File: src/rtl/pcpi_galois_pkg.sv
// Shared encodings, FSM states and reset constants for the pcpi_galois coprocessor.
package pcpi_galois_pkg;

   localparam logic [6:0] OPCODE_R   = 7'b0110011;
   localparam logic [6:0] FUNCT7_G   = 7'b0000100;

   localparam logic [2:0] F3_CLMUL   = 3'd0;
   localparam logic [2:0] F3_GFMUL   = 3'd1;
   localparam logic [2:0] F3_CLMULH  = 3'd2;
   localparam logic [2:0] F3_GLWIDTH = 3'd4;

   localparam int unsigned M_RST = 32'd8;
   localparam int unsigned P_RST = 32'h0000_011B;

   typedef enum logic [1:0] {
      ST_IDLE = 2'd0,
      ST_MUL  = 2'd1,
      ST_RED  = 2'd2,
      ST_DONE = 2'd3
   } state_t;

endpackage

File: src/rtl/pcpi_galois_clmul.sv
// Iterative W x W carry-less multiplier: bit 0 is folded in on the start cycle,
// one further multiplier bit per cycle; o_done rises once the 2W-bit product is final.
module gf_clmul_iter #(
   parameter int W = 32
) (
   input  logic           clk,
   input  logic           rst,
   input  logic           i_start,
   input  logic [W-1:0]   i_a,
   input  logic [W-1:0]   i_b,
   output logic           o_done,
   output logic [2*W-1:0] o_prod
);

   localparam int CNTW = $clog2(W);
   localparam logic [CNTW-1:0] CNT_LAST  = CNTW'(W - 1);
   localparam logic [CNTW-1:0] CNT_ONE   = CNTW'(1);
   localparam logic [2*W-1:0]  PROD_ZERO = {(2*W){1'b0}};

   logic [2*W-1:0] r_a;
   logic [2*W-1:0] r_acc;
   logic [W-1:0]   r_b;
   logic [CNTW-1:0] r_cnt;
   logic           r_busy;
   logic           r_done;

   // Shift-XOR accumulation, one multiplier bit per cycle
   always_ff @(posedge clk or posedge rst) begin
      if (rst) begin
         r_a    <= PROD_ZERO;
         r_acc  <= PROD_ZERO;
         r_b    <= {W{1'b0}};
         r_cnt  <= {CNTW{1'b0}};
         r_busy <= 1'b0;
         r_done <= 1'b0;
      end else if (i_start) begin
         r_a    <= {{(W-1){1'b0}}, i_a, 1'b0};
         r_acc  <= i_b[0] ? {{W{1'b0}}, i_a} : PROD_ZERO;
         r_b    <= {1'b0, i_b[W-1:1]};
         r_cnt  <= CNT_ONE;
         r_busy <= 1'b1;
         r_done <= 1'b0;
      end else if (r_busy) begin
         r_acc <= r_acc ^ (r_b[0] ? r_a : PROD_ZERO);
         r_a   <= {r_a[2*W-2:0], 1'b0};
         r_b   <= {1'b0, r_b[W-1:1]};
         r_cnt <= r_cnt + CNT_ONE;
         if (r_cnt == CNT_LAST) begin
            r_busy <= 1'b0;
            r_done <= 1'b1;
         end
      end
   end

   assign o_done = r_done;
   assign o_prod = r_acc;

endmodule

File: src/rtl/pcpi_galois.sv
// PCPI coprocessor for picorv32: carry-less multiply and GF(2^m) modular multiply
// with a runtime-configurable field width/polynomial.
module pcpi_galois
   import pcpi_galois_pkg::*;
#(
   parameter int DATA_WIDTH = 32
) (
   input  logic                  clk,
   input  logic                  resetn,
   input  logic                  pcpi_valid,
   input  logic [31:0]           pcpi_insn,
   input  logic [DATA_WIDTH-1:0] pcpi_rs1,
   input  logic [DATA_WIDTH-1:0] pcpi_rs2,
   output logic                  pcpi_wr,
   output logic [DATA_WIDTH-1:0] pcpi_rd,
   output logic                  pcpi_wait,
   output logic                  pcpi_ready
);

   localparam int W  = DATA_WIDTH;
   localparam int MW = $clog2(W + 1);
   localparam int IW = $clog2(2 * W);
   localparam int CW = IW + 1;
   localparam logic [W:0]    P_ONE     = {{W{1'b0}}, 1'b1};
   localparam logic [W:0]    P_RST_W   = (W + 1)'(P_RST);
   localparam logic [MW-1:0] M_RST_W   = MW'(M_RST);
   localparam logic [IW-1:0] IDX_TOP   = IW'(2 * W - 1);
   localparam logic [IW-1:0] IDX_ONE   = IW'(1);
   localparam logic [IW-1:0] IDX_ZERO  = {IW{1'b0}};

   // Field width saturates at W; bit m of the polynomial is forced, bits above cleared.
   function automatic logic [MW-1:0] f_sat_m(input logic [5:0] raw);
      if (int'(raw) > W) return MW'(W);
      else return MW'(raw);
   endfunction

   function automatic logic [W:0] f_poly(input logic [MW-1:0] m, input logic [W-1:0] v);
      logic [W:0] one_hot;
      one_hot = P_ONE << m;
      return ({1'b0, v} & (one_hot - P_ONE)) | one_hot;
   endfunction

   state_t          r_state;
   logic [2:0]      r_f3;
   logic [5:0]      r_rs1_m;
   logic [W-1:0]    r_rs2;
   logic [2*W-1:0]  r_prod;
   logic [IW-1:0]   r_idx;
   logic [MW-1:0]   r_m;
   logic [W:0]      r_p;
   logic            r_armed;
   logic            r_wr;
   logic            r_ready;
   logic            r_wait;
   logic [W-1:0]    r_rd;

   logic [2:0]      w_f3;
   logic            w_hit;
   logic            w_claim;
   logic            w_start;
   logic            w_mul_done;
   logic [2*W-1:0]  w_mul_prod;
   logic [MW-1:0]   w_new_m;
   logic [W:0]      w_new_p;
   logic [CW-1:0]   w_sh;
   logic            w_red_hit;
   logic [2*W-1:0]  w_pshift;
   logic [W-1:0]    w_result;
   logic            w_unused_bits;

   assign w_f3    = pcpi_insn[14:12];
   assign w_hit   = (pcpi_insn[6:0] == OPCODE_R) && (pcpi_insn[31:25] == FUNCT7_G) &&
                    ((w_f3 == F3_CLMUL) || (w_f3 == F3_GFMUL) ||
                     (w_f3 == F3_CLMULH) || (w_f3 == F3_GLWIDTH));
   assign w_claim = pcpi_valid && w_hit && r_armed && (r_state == ST_IDLE);
   assign w_start = w_claim && (w_f3 != F3_GLWIDTH);
   assign w_unused_bits = ^{pcpi_insn[24:15], pcpi_insn[11:7]};

   gf_clmul_iter #(.W(W)) u_clmul (
      .clk     (clk),
      .rst     (resetn),
      .i_start (w_start),
      .i_a     (pcpi_rs1),
      .i_b     (pcpi_rs2),
      .o_done  (w_mul_done),
      .o_prod  (w_mul_prod)
   );

   assign w_new_m   = f_sat_m(r_rs1_m);
   assign w_new_p   = f_poly(w_new_m, r_rs2);
   // Reduction step: cancel product bit r_idx with P aligned so its leading term lands there
   assign w_sh      = CW'(r_idx) - CW'(r_m);
   assign w_red_hit = r_prod[r_idx] && (CW'(r_idx) >= CW'(r_m));
   assign w_pshift  = {{(W-1){1'b0}}, r_p} << w_sh;

   // Result selection for the completing instruction
   always_comb begin
      w_result = r_prod[W-1:0];
      case (r_f3)
         F3_CLMULH:  w_result = r_prod[2*W-1:W];
         F3_GLWIDTH: w_result = w_new_p[W-1:0];
         default:    w_result = r_prod[W-1:0];
      endcase
   end

   // Control FSM, reduction datapath, field configuration and registered PCPI outputs
   always_ff @(posedge clk or posedge resetn) begin
      if (resetn) begin
         r_state <= ST_IDLE;
         r_f3    <= 3'd0;
         r_rs1_m <= 6'd0;
         r_rs2   <= {W{1'b0}};
         r_prod  <= {(2*W){1'b0}};
         r_idx   <= IDX_ZERO;
         r_m     <= M_RST_W;
         r_p     <= P_RST_W;
         r_armed <= 1'b1;
         r_wr    <= 1'b0;
         r_ready <= 1'b0;
         r_wait  <= 1'b0;
         r_rd    <= {W{1'b0}};
      end else if ((r_state != ST_IDLE) && !pcpi_valid) begin
         r_state <= ST_IDLE;
         r_wait  <= 1'b0;
         r_armed <= 1'b1;
      end else begin
         case (r_state)
            ST_IDLE: begin
               r_ready <= 1'b0;
               r_wr    <= 1'b0;
               if (!pcpi_valid) begin
                  r_armed <= 1'b1;
               end else if (w_claim) begin
                  r_f3    <= w_f3;
                  r_rs1_m <= pcpi_rs1[5:0];
                  r_rs2   <= pcpi_rs2;
                  r_wait  <= 1'b1;
                  r_state <= (w_f3 == F3_GLWIDTH) ? ST_DONE : ST_MUL;
               end
            end
            ST_MUL: begin
               if (w_mul_done) begin
                  r_prod  <= w_mul_prod;
                  r_idx   <= IDX_TOP;
                  r_state <= (r_f3 == F3_GFMUL) ? ST_RED : ST_DONE;
               end
            end
            ST_RED: begin
               if (w_red_hit) begin
                  r_prod <= r_prod ^ w_pshift;
               end
               r_idx <= r_idx - IDX_ONE;
               if (r_idx == IDX_ZERO) begin
                  r_state <= ST_DONE;
               end
            end
            ST_DONE: begin
               r_ready <= 1'b1;
               r_wr    <= 1'b1;
               r_wait  <= 1'b0;
               r_rd    <= w_result;
               r_armed <= 1'b0;
               r_state <= ST_IDLE;
               if (r_f3 == F3_GLWIDTH) begin
                  r_m <= w_new_m;
                  r_p <= w_new_p;
               end
            end
            default: r_state <= ST_IDLE;
         endcase
      end
   end

   assign pcpi_wr    = r_wr;
   assign pcpi_rd    = r_rd;
   assign pcpi_wait  = r_wait;
   assign pcpi_ready = r_ready;

endmodule

File: config.mk
export PLATFORM = sky130hd
export DESIGN_NAME = pcpi_galois
export DESIGN_NICKNAME = d
export VERILOG_FILES = /design/src/rtl/pcpi_galois_pkg.sv /design/src/rtl/pcpi_galois_clmul.sv /design/src/rtl/pcpi_galois.sv
export SDC_FILE = /design/constraint.sdc
export NUM_CORES = 1
export LEC_CHECK = 0
export ABC_AREA = 1
export BUFFER_PORTS_ARGS = -buffer_cell sky130_fd_sc_hd__buf_2
export CAP_MARGIN = 10
export CORE_UTILIZATION = 53
export DETAILED_ROUTE_END_ITERATION = 8
export PLACE_DENSITY = 0.75
export SLEW_MARGIN = 20
export SYNTH_ARGS = -nofsm -noshare
export SYNTH_HDL_FRONTEND = slang
export SYNTH_SLANG_ARGS = --single-unit
File: constraint.sdc
create_clock -name clk -period 19 [get_ports clk]
set_input_delay 0 -clock clk [delete_from_list [all_inputs] [get_ports clk]]
set_output_delay 0 -clock clk [all_outputs]
set_load 0.02 [all_outputs]
## Yosys cells after proc, flatten, opt, wreduce, memory -nomap -nowiden

Cells that the tools add are included.

- Output and inout bits: 35
- Register bits after elaboration: 354
- Word-level logic and storage cells: 124
- Bits of input ports: 99

- Reductions and logical operators: 31
- Equal/unequal tests: 20
- Shift operators: 2
- Magnitude comparators: 3
- Bitwise logic cells: 5
- Muxes and demuxes: 41
- Add/subtract/negate cells: 4

Operator list:

| operator | number |
|---|---|
| 2-to-1 mux 64 bit | 7 |
| case mux 64 bit (2 select lines) | 1 |
| bitwise XOR 64 bit | 2 |
| 2-to-1 mux 32 bit | 3 |
| case mux 32 bit (2 select lines) | 1 |
| << shifter 33 x 7 -> 64 bit | 1 |
| bitwise AND 32 x 33 -> 33 bit | 1 |
| OR 33 bit | 1 |
| << shifter 1 x 6 -> 33 bit (first input constant) | 1 |
| subtractor 33 x 1 -> 33 bit (second input constant) | 1 |
| 2-to-1 mux 1 bit | 13 |
| 2-to-1 mux 2 bit | 6 |
| 2-to-1 mux 6 bit | 2 |
| inequality test 3 x 2 -> 1 bit (second input constant) | 4 |
| case mux 6 bit (2 select lines) | 1 |
| AND reduction 4 bit | 3 |
| 2-to-1 mux 5 bit | 2 |
| nonzero test 2 bit | 5 |
| AND reduction 3 bit | 3 |
| logical AND 1 bit | 8 |
| case mux 2 bit (4 select lines) | 1 |
| AND reduction 2 bit | 4 |
| equality test 7 x 3 -> 1 bit (second input constant) | 1 |
| equality test 7 x 6 -> 1 bit (second input constant) | 1 |
| other kinds (24) | 33 |

## Depth between registers and ports, before layout

Gate-level depths: netlist of run 1.

- Depth in word-level cells: 12
- Mapped depth: 23

## Modules after synthesis

Synthesis of run 1 repeated with hierarchy kept, for this count alone.

- Cell total of the unflattened synthesis: 3,447
- Area, all modules: 22,750.6 µm²

Modules (own cells, without submodules):

| module | times used | cells an instance | area an instance (µm²) |
|---|---|---|---|
| pcpi_galois | 1 | 2,369 | 14,666.6 |
| gf_clmul_iter | 1 | 1,078 | 8,084.0 |

## Worst setup path before layout of run 1

OpenSTA, ideal clock, no wires.

- Path kind: register -> register
- Start: register r_idx[0]
- End: register r_prod[60]
- Buffers on the path: 4
- Arrival: 2,791 ps
- Cell stages (with the launch flop): 21
- Required time: 18,883 ps
- Slack: 16,092 ps
- Library setup time: 117 ps
- Cell sequence: dfrtp_1 -> inv_2 -> buf_2 -> buf_4 -> ha_1 -> inv_1 -> fa_1 -> buf_2 -> inv_2 -> clkbuf_1 -> nand3_1 -> nand2_1 -> nand2_1 -> nand3_1 -> nand2_1 -> nand2_1 -> nand3_1 -> nand3_1 -> nand3_1 -> nand2_1 -> nand2_1

- Longest elaborated chain between the ends: 5
- Elaborated cells on any way between the ends: 11
- Those cells by class: add/sub: 1; order compare: 1; eq/ne: 1; shift: 1; mux: 4; bitwise: 1; reduce/logical: 2

RTL lines:

| item | RTL line | source |
|---|---|---|
| start: declaration | pcpi_galois.sv:48 | `logic [IW-1:0] r_idx;` |
| start signal: assignment | pcpi_galois.sv:152 | `r_idx <= r_idx - IDX_ONE;` |
| subtractor 6 x 6 -> 7 bit or binary-select mux 1 bit (select 6 bit) (tied branches) | pcpi_galois.sv:92, pcpi_galois.sv:93 |  |
| << shifter 33 x 7 -> 64 bit or 2-to-1 mux 1 bit (tied branches) | pcpi_galois.sv:94, pcpi_galois.sv:93 |  |
| bitwise XOR 64 bit or logical AND 1 bit (tied branches) | pcpi_galois.sv:150, pcpi_galois.sv:93 |  |
| 2-to-1 mux 64 bit or inequality test 2 bit (tied branches) | - |  |
| case mux 64 bit (2 select lines) or AND reduction 4 bit (tied branches) | - |  |
| end signal: assignment | pcpi_galois.sv:113 | `r_prod <= {(2*W){1'b0}};` |
| end signal: assignment | pcpi_galois.sv:143 | `r_prod <= w_mul_prod;` |
| end signal: assignment | pcpi_galois.sv:150 | `r_prod <= r_prod ^ w_pshift;` |
| end: declaration | pcpi_galois.sv:47 | `logic [2*W-1:0] r_prod;` |

Several ways; a longest one is shown, not always the timed one. The select of a mux whose other input is x is not followed.
A chain may end at the register's enable or synchronous reset.

## Worst setup path in the final report of run 1

- Start: register r_idx[0]
- End: register r_prod[15]

Same word-level chain as after synthesis.

==> results of run 1 <==
## cell usage after synthesis (2+ instances only)
| cell | number |
|---|---|
| o41ai_1 | 2 |
| mux2i_1 | 16 |
| ha_1 | 15 |
| dfstp_2 | 7 |
| a21oi_1 | 50 |
| a221oi_1 | 22 |
| clkbuf_1 | 105 |
| nand2_1 | 1260 |
| nor2_4 | 2 |
| nand3_1 | 584 |
| buf_1 | 20 |
| nand4_1 | 38 |
| o21ai_0 | 131 |
| nor4_1 | 5 |
| o211ai_1 | 29 |
| nor2_2 | 3 |
| inv_2 | 11 |
| a221o_1 | 10 |
| or2_2 | 43 |
| clkinv_1 | 5 |
| buf_4 | 14 |
| buf_6 | 4 |
| o21ai_1 | 5 |
| xnor2_1 | 21 |
| a31oi_1 | 30 |
| xor2_1 | 27 |
| nand3b_1 | 21 |
| buf_2 | 51 |
| dfrtp_1 | 345 |
| nor3_1 | 20 |
| mux2_2 | 26 |
| inv_1 | 247 |
| nor2_1 | 148 |
## power groups by stage
stage / Combinational [mW] / Sequential (mW) / Clock, mW
2_1_floorplan: 1.33 / 1.11 / 0
3_3_place_gp: 1.83 / 1.15 / 0
3_5_place_dp: 1.87 / 1.16 / 0
4_1_cts: 1.89 / 1.15 / 0.828
5_1_grt: 2.12 / 1.17 / 0.852
6_report: 1.92 / 1.16 / 0.818
## stage by stage
| stage | cells | power, mW | util [%] | instance area, um2 |
|---|---|---|---|---|
| global route | 3963 | 4.14 | 60.2 | 25300 |
| floorplan | 3330 | 2.44 | - | 22600 |
| CTS | 3963 | 3.87 | 60.2 | 25300 |
| finish | 3963 | 3.90 | 60.2 | 25300 |
| detailed placement | 3822 | 3.03 | 55.3 | 23200 |
| global placement | 3822 | 2.98 | 55.3 | 23200 |
## flip-flops by register name (all words and copies together), names as in the netlist, 3 cells and up
register / cells
r_prod: 64
u_clmul.o_prod: 64
u_clmul.r_a: 63
r_p: 33
pcpi_rd: 32
r_rs2: 32
u_clmul.r_b: 31
r_idx: 6
r_m: 6
r_rs1_m: 6
u_clmul.r_cnt: 5
r_f3: 3
## worst max-delay path: cells and delay by family (launching register included)
family,cells,cell delay (ns)
AND/OR/NAND/NOR,10,1.49
flip-flops,1,0.93
AO/OA/AOI/OAI,1,0.34
buffers and inverters,3,2.13
## metal layers
metal | global-route usage, % | routed length (um)
met2 | 57.7 | 36600
met5 | 0 | 12
met1 | 53.5 | 35300
met4 | 18.0 | 3940
met3 | 4.38 | 6120
## logic make-up (layout without fill, tap and decap cells)
kind of cell    Yosys count  count (layout)  synth area share, %
flops                   352             352                 39.1
buf+inv                 457             551                 8.26
compound gates          285             285                 7.53
xor+xnor                 48              48                 1.86
fa+ha+maj                16              16                0.921
simple gates           2130            2130                 40.3
mux                      42              42                 2.01
## final cells by class
class                           instances  area, um2  area share (%)
Clock inverter                         21        264            1.04
Multi-Input combinational cell       2521      11900            47.1
Timing Repair Buffer                  215       1490            5.89
Sequential cell                       352       8820            34.9
Inverter                              263        996            3.94
Clock buffer                           52       1120            4.42
Tap cell                              539        674            2.67
## worst paths after layout
kind | startpoint | cells past startpoint | end
min reg2reg | r_p[0]$_DFFE_PP1P_ | 2 | r_p[0]$_DFFE_PP1P_
min | pcpi_insn[2] | 9 | pcpi_wait$_DFFE_PP0P_
max reg2reg | r_idx[0]$_DFFE_PP0P_ | 14 | r_prod[15]$_DFFE_PP0P_
max | r_idx[0]$_DFFE_PP0P_ | 14 | r_prod[15]$_DFFE_PP0P_
max in group asynchronous | resetn | 4 | u_clmul.o_prod[49]$_DFFE_PP0P_
min in group asynchronous | resetn | 3 | u_clmul.r_b[12]$_DFFE_PP0P_
==> impl_metrics.csv, run 1 <==
group,metric,value,unit
timing,finClkSkew,0.0202,ns
placement,gp_congestion,1.05,
routing,drt-initial-drc-count,2652,
floorplan,chipWidth,208,um
timing,timing.final.ws_setup,13.84,ns
final_layout,synthToLayoutAreaGrowth,12.1,%
clock_network,post_cts.repair.setup_buffers,0,
timing,hold_violations,0,
worst_hold_path,hold_path.class,"input port to flop",
setup_path,crit_required,19.45,ns
yosys,async_flop_share,100,%
yosys,synth_area_per_cell,6.77,um2
global_route,antenna_found_initial,1,
setup_path,worstSetupPathType,"flop to flop",
timing,grt_setup_unrepaired,"false",
clock_network,clkTransAtPathRegs,0.06,ns
power_and_ir_drop,leakage,13.2,nW
clock_network,post_cts_resized,0,
yosys,yosys.area.top_type_share,38.3,%
placement,port_buffers,118,
power_and_ir_drop,swShare,49.4,%
floorplan,io_pins,134,
setup_path,arrival,5.60,ns
routing,antenna_left,0,
clock_network,clk_latency,0.58,ns
power_and_ir_drop,power_density,154,nW/um2
yosys,ys_types,46,
yosys,synth_seq_cells,352,
global_route,track_usage,37.8,%
global_route,grt_max_degree,119,
setup_path,critPathLaunchType,"flop",
floorplan,initial_core_util,53.8,%
timing,slew_headroom,26.0,%
final_layout,fillers,3958,
routing,drc_errors,0,
timing,tns,0,ns
floorplan,core,41900,um2
setup_path,cp_slowest_stage_delay,1.00,ns
setup_path,crit_fanout,59,
timing,min_period,5.16,ns
placement,post-place-ws,14.18,ns
clock_network,postCtsHoldBufs,68,
yosys,synth.area.top_cells,"dfrtp_1 38%, nand2_1 21%, nand3_1 13%, inv_1 4.1%, o21ai_0 2.9%",
routing,vias_per_cell,5.89,
setup_path,cp_common_cell,"nand2_1",
yosys,synth_area,22600,um2
yosys,seq_area_frac_synth,39.1,%
yosys,netlist_instances,3330,
timing,fmax,0.194,GHz
setup_path,r2r_setup_slack,13.84,ns
power_and_ir_drop,pwr-share-clk,21.0,%
yosys,yosysTopAreaCell,"dfrtp_1",
yosys,synth_edf_count,0,
placement,dp_hpwl,58.1,mm
timing,finalCritPeriodShare,27.1,%
clock_network,clock-sinks,352,
global_route,grt_overflow,0,
final_layout,final_cell_mix,"1256 x nand2_1, 584 x nand3_1, 343 x dfrtp_1",
run_status,status,"completed",
timing,finalMaxSlewViolations,0,
power_and_ir_drop,seq_power_share,29.7,%
timing,whs,0.0556,ns
timing,setup_viol,0,
final_layout,layout-drive-gt1-share,9.38,%
routing,wire_per_inst,20.7,um
setup_path,path_cells,"inv_2, nand2_1, nand3_1, a21boi_0, nor2_1, nand2_1, nand2_1, nor2_1, nand3_2, nand2_2, buf_4, clkinv_2, nand2_1, nand2_1",
final_layout,nNetsFinal,3508,
routing,dr.pass1.iters,6,
final_layout,antenna_cells,0,
timing,worst_slew_pin_slew,1.11,ns
setup_path,critPathSlowestCell,"clkinv_2",
routing,vias,23300,
setup_path,cp-end-kind,"flop",
floorplan,die-area,43400,um2
power_and_ir_drop,switching_power,1.92,mW
global_route,grt_pass1_wl,127,mm
yosys,synth_ff_type,"dfrtp_1",
global_route,first_global_vias,21800,
power_and_ir_drop,irDropWorstVdd,0.137,mV
yosys,synth-warning-count,0,
clock_network,cts_buffers,40,
final_layout,layout_commonest_cell,"nand2_1",
clock_network,tritoncts,"built",
power_and_ir_drop,pwr-share-comb,49.3,%
routing,wl,82.0,mm
run,max_cap_violations,0,
yosys,synth_nets,3445,
clock_network,clk_path_buf_depth,3,
power_and_ir_drop,p_int,1.97,mW
clock_network,cts.htree.levels,2,
floorplan,rows,75,
clock_network,cts_root_buffer,"clkbuf_16",
floorplan,die-height,208,um
Note: power is estimated with default switching activity, not from simulation.
==> run 2, diff against run 1 <==
==> constraint.sdc (replaced) <==
create_clock -name clk -period 5.1 [get_ports clk]
set_input_delay 0 -clock clk [delete_from_list [all_inputs] [get_ports clk]]
set_output_delay 0 -clock clk [all_outputs]
set_load 0.02 [all_outputs]
==> impl_metrics.csv, run 2 (same netlist as run 1, synthesis figures left out) <==
group,metric,value,unit
setup_path,critPathLaunchType,"flop",
placement,dp_hpwl,57.3,mm
global_route,use_met1,52.6,%
final_layout,final_cell_mix,"1256 x nand2_1, 584 x nand3_1, 344 x dfrtp_1",
global_route,grt_overflow,0,
final_layout,antenna_cells,0,
setup_path,crit_fanout,58,
final_layout,final_design_area_no_fill,25500,um2
timing,setup_viol,0,
global_route,grt_pass1_wl,125,mm
global_route,busiest_layer,"met2",
placement,dp.cells,3827,
placement,gp_congestion,1.02,
setup_path,worstSetupPathType,"flop to flop",
global_route,antenna_found_initial,0,
final_layout,layout_commonest_cell,"nand2_1",
run_status,status,"completed",
global_route,first_global_vias,21600,
final_layout,fin_cells,3973,
floorplan,rows,75,
clock_network,cts_buffers,41,
floorplan,die-area,43400,um2
final_layout,synthToLayoutAreaGrowth,12.9,%
routing,wire_per_inst,20.2,um
timing,hold_violations,0,
placement,port_buffers,118,
routing,vias_per_cell,5.87,
power_and_ir_drop,power_density,573,nW/um2
floorplan,die-height,208,um
clock_network,cts.htree.levels,2,
routing,vias,23300,
timing,min_period,3.85,ns
floorplan,chipWidth,208,um
routing,dr.pass1.iters,6,
setup_path,cp_slowest_stage_delay,0.74,ns
timing,tns,0,ns
power_and_ir_drop,power,14.6,mW
routing,antenna_left,0,
clock_network,tritoncts,"built",
clock_network,clk_path_buf_depth,3,
final_layout,fin_util,60.7,%
floorplan,io_pins,134,
routing,wl,80.5,mm
timing,finalCritPeriodShare,75.5,%
setup_path,cp_common_cell,"nand2_1",
worst_hold_path,hold_path.class,"input port to flop",
clock_network,clkTransAtPathRegs,0.06,ns
timing,worst_slew_pin_slew,1.10,ns
setup_path,critPathSlowestCell,"clkinv_2",
timing,slew_headroom,26.5,%
timing,fmax,0.260,GHz
routing,drt-initial-drc-count,2721,
setup_path,crit_required,5.57,ns
final_layout,layout-drive-gt1-share,9.44,%
run,max_cap_violations,0,
power_and_ir_drop,irDropWorstVdd,0.453,mV
clock_network,cts_root_buffer,"clkbuf_16",
timing,finalMaxSlewViolations,0,
floorplan,initial_core_util,53.8,%
power_and_ir_drop,leakage,13.3,nW
timing,grt_setup_unrepaired,"false",
worst_hold_path,hold_path_depth,3,
setup_path,path_cells,"inv_1, nor2_1, a21boi_0, nor2_1, nand2_1, nand2_1, nor2_1, nand3_2, nand2_2, clkinv_2, nand2_1, nand2_1",
placement,post_dp_cell_area,23300,um2
setup_path,arrival,4.32,ns
setup_path,r2r_cells,12,
global_route,grt_max_degree,139,
clock_network,clock-sinks,352,
routing,drc_errors,0,
floorplan,core,41900,um2
timing,finClkSkew,0.0267,ns
clock_network,clk_latency,0.59,ns
final_layout,fillers,3911,
global_route,use_met3,5.30,%
final_layout,nNetsFinal,3517,
global_route,track_usage,37.1,%
setup_path,cp-end-kind,"flop",
clock_network,post_cts_resized,0,
global_route,use_met2,55.2,%
-- run 2: cell types whose count changed in the layout (fill, tap and decap cells not counted), sizes merged --
cell | before | now
buf | 147 | 153
clkinv | 17 | 14
clkbuf | 52 | 62
inv | 258 | 256
dlygate4sd3 | 68 | 70
clkinvlp | 5 | 2
-- run 2: through the flow --
step / hold WS (ns) / setup slack [ns]
after global routing: 0.0573 / 1.09
after detailed placement: 0.240 / 1.61
after floorplan: 0.117 / 0.391
final: 0.0517 / 1.25
after global placement: 0.234 / 1.62
after CTS: 0.0111 / 1.61
-- run 2: final timing paths --
check                                                 to  slack [ns]                  from
min in group asynchronous     u_clmul.r_b[1]$_DFFE_PP0P_        0.52                resetn
setup / recovery                  r_prod[36]$_DFFE_PP0P_        1.25  r_idx[2]$_DFFE_PP0P_
max in group asynchronous        pcpi_rd[22]$_DFFE_PP0P_        3.39                resetn
setup reg to reg                  r_prod[36]$_DFFE_PP0P_        1.25  r_idx[2]$_DFFE_PP0P_
hold reg to reg                       r_p[8]$_DFFE_PP1P_        0.49    r_p[8]$_DFFE_PP1P_
hold / removal             u_clmul.o_prod[0]$_DFFE_PP0P_        0.05           pcpi_rs2[0]
-- run 2: timing repair --
action | in CTS | in global routing
buffers inserted | 0 | 0
endpoints found under the hold margin | 179 | 11
hold buffers | 69 | 1
-- run 2: layer usage --
layer,vias to the layer above,share of wire [%]
met5,-,0
met4,0,5.5
met3,177,8.3
met2,1046,43
met1,11100,43
li1,11000,-
-- run 2: report_power, final --
group | switching (mW) | internal (mW) | leakage, nW
Combinational | 5.08 | 2.09 | 8.21
Sequential | 0.745 | 3.54 | 4.36
Clock | 1.27 | 1.86 | 0.698
-- run 2: cell type report --
class	instances	area, um2	share of cell area (%)
clock buffer	62	1210	4.77
sequential	352	8820	34.7
inverter	263	992	3.90
clock inverter	13	219	0.860
timing repair buffer	223	1620	6.35
tap	539	674	2.65
multi-input combinational	2521	11900	46.8
-- run 2: worst max-delay path, delay by kind of cell (launching register included) --
| family | cells | cell delay, ns |
|---|---|---|
| AO/OA/AOI/OAI | 1 | 0.45 |
| buffers and inverters | 2 | 1.02 |
| flip-flops | 1 | 0.56 |
| AND/OR/NAND/NOR | 9 | 1.66 |
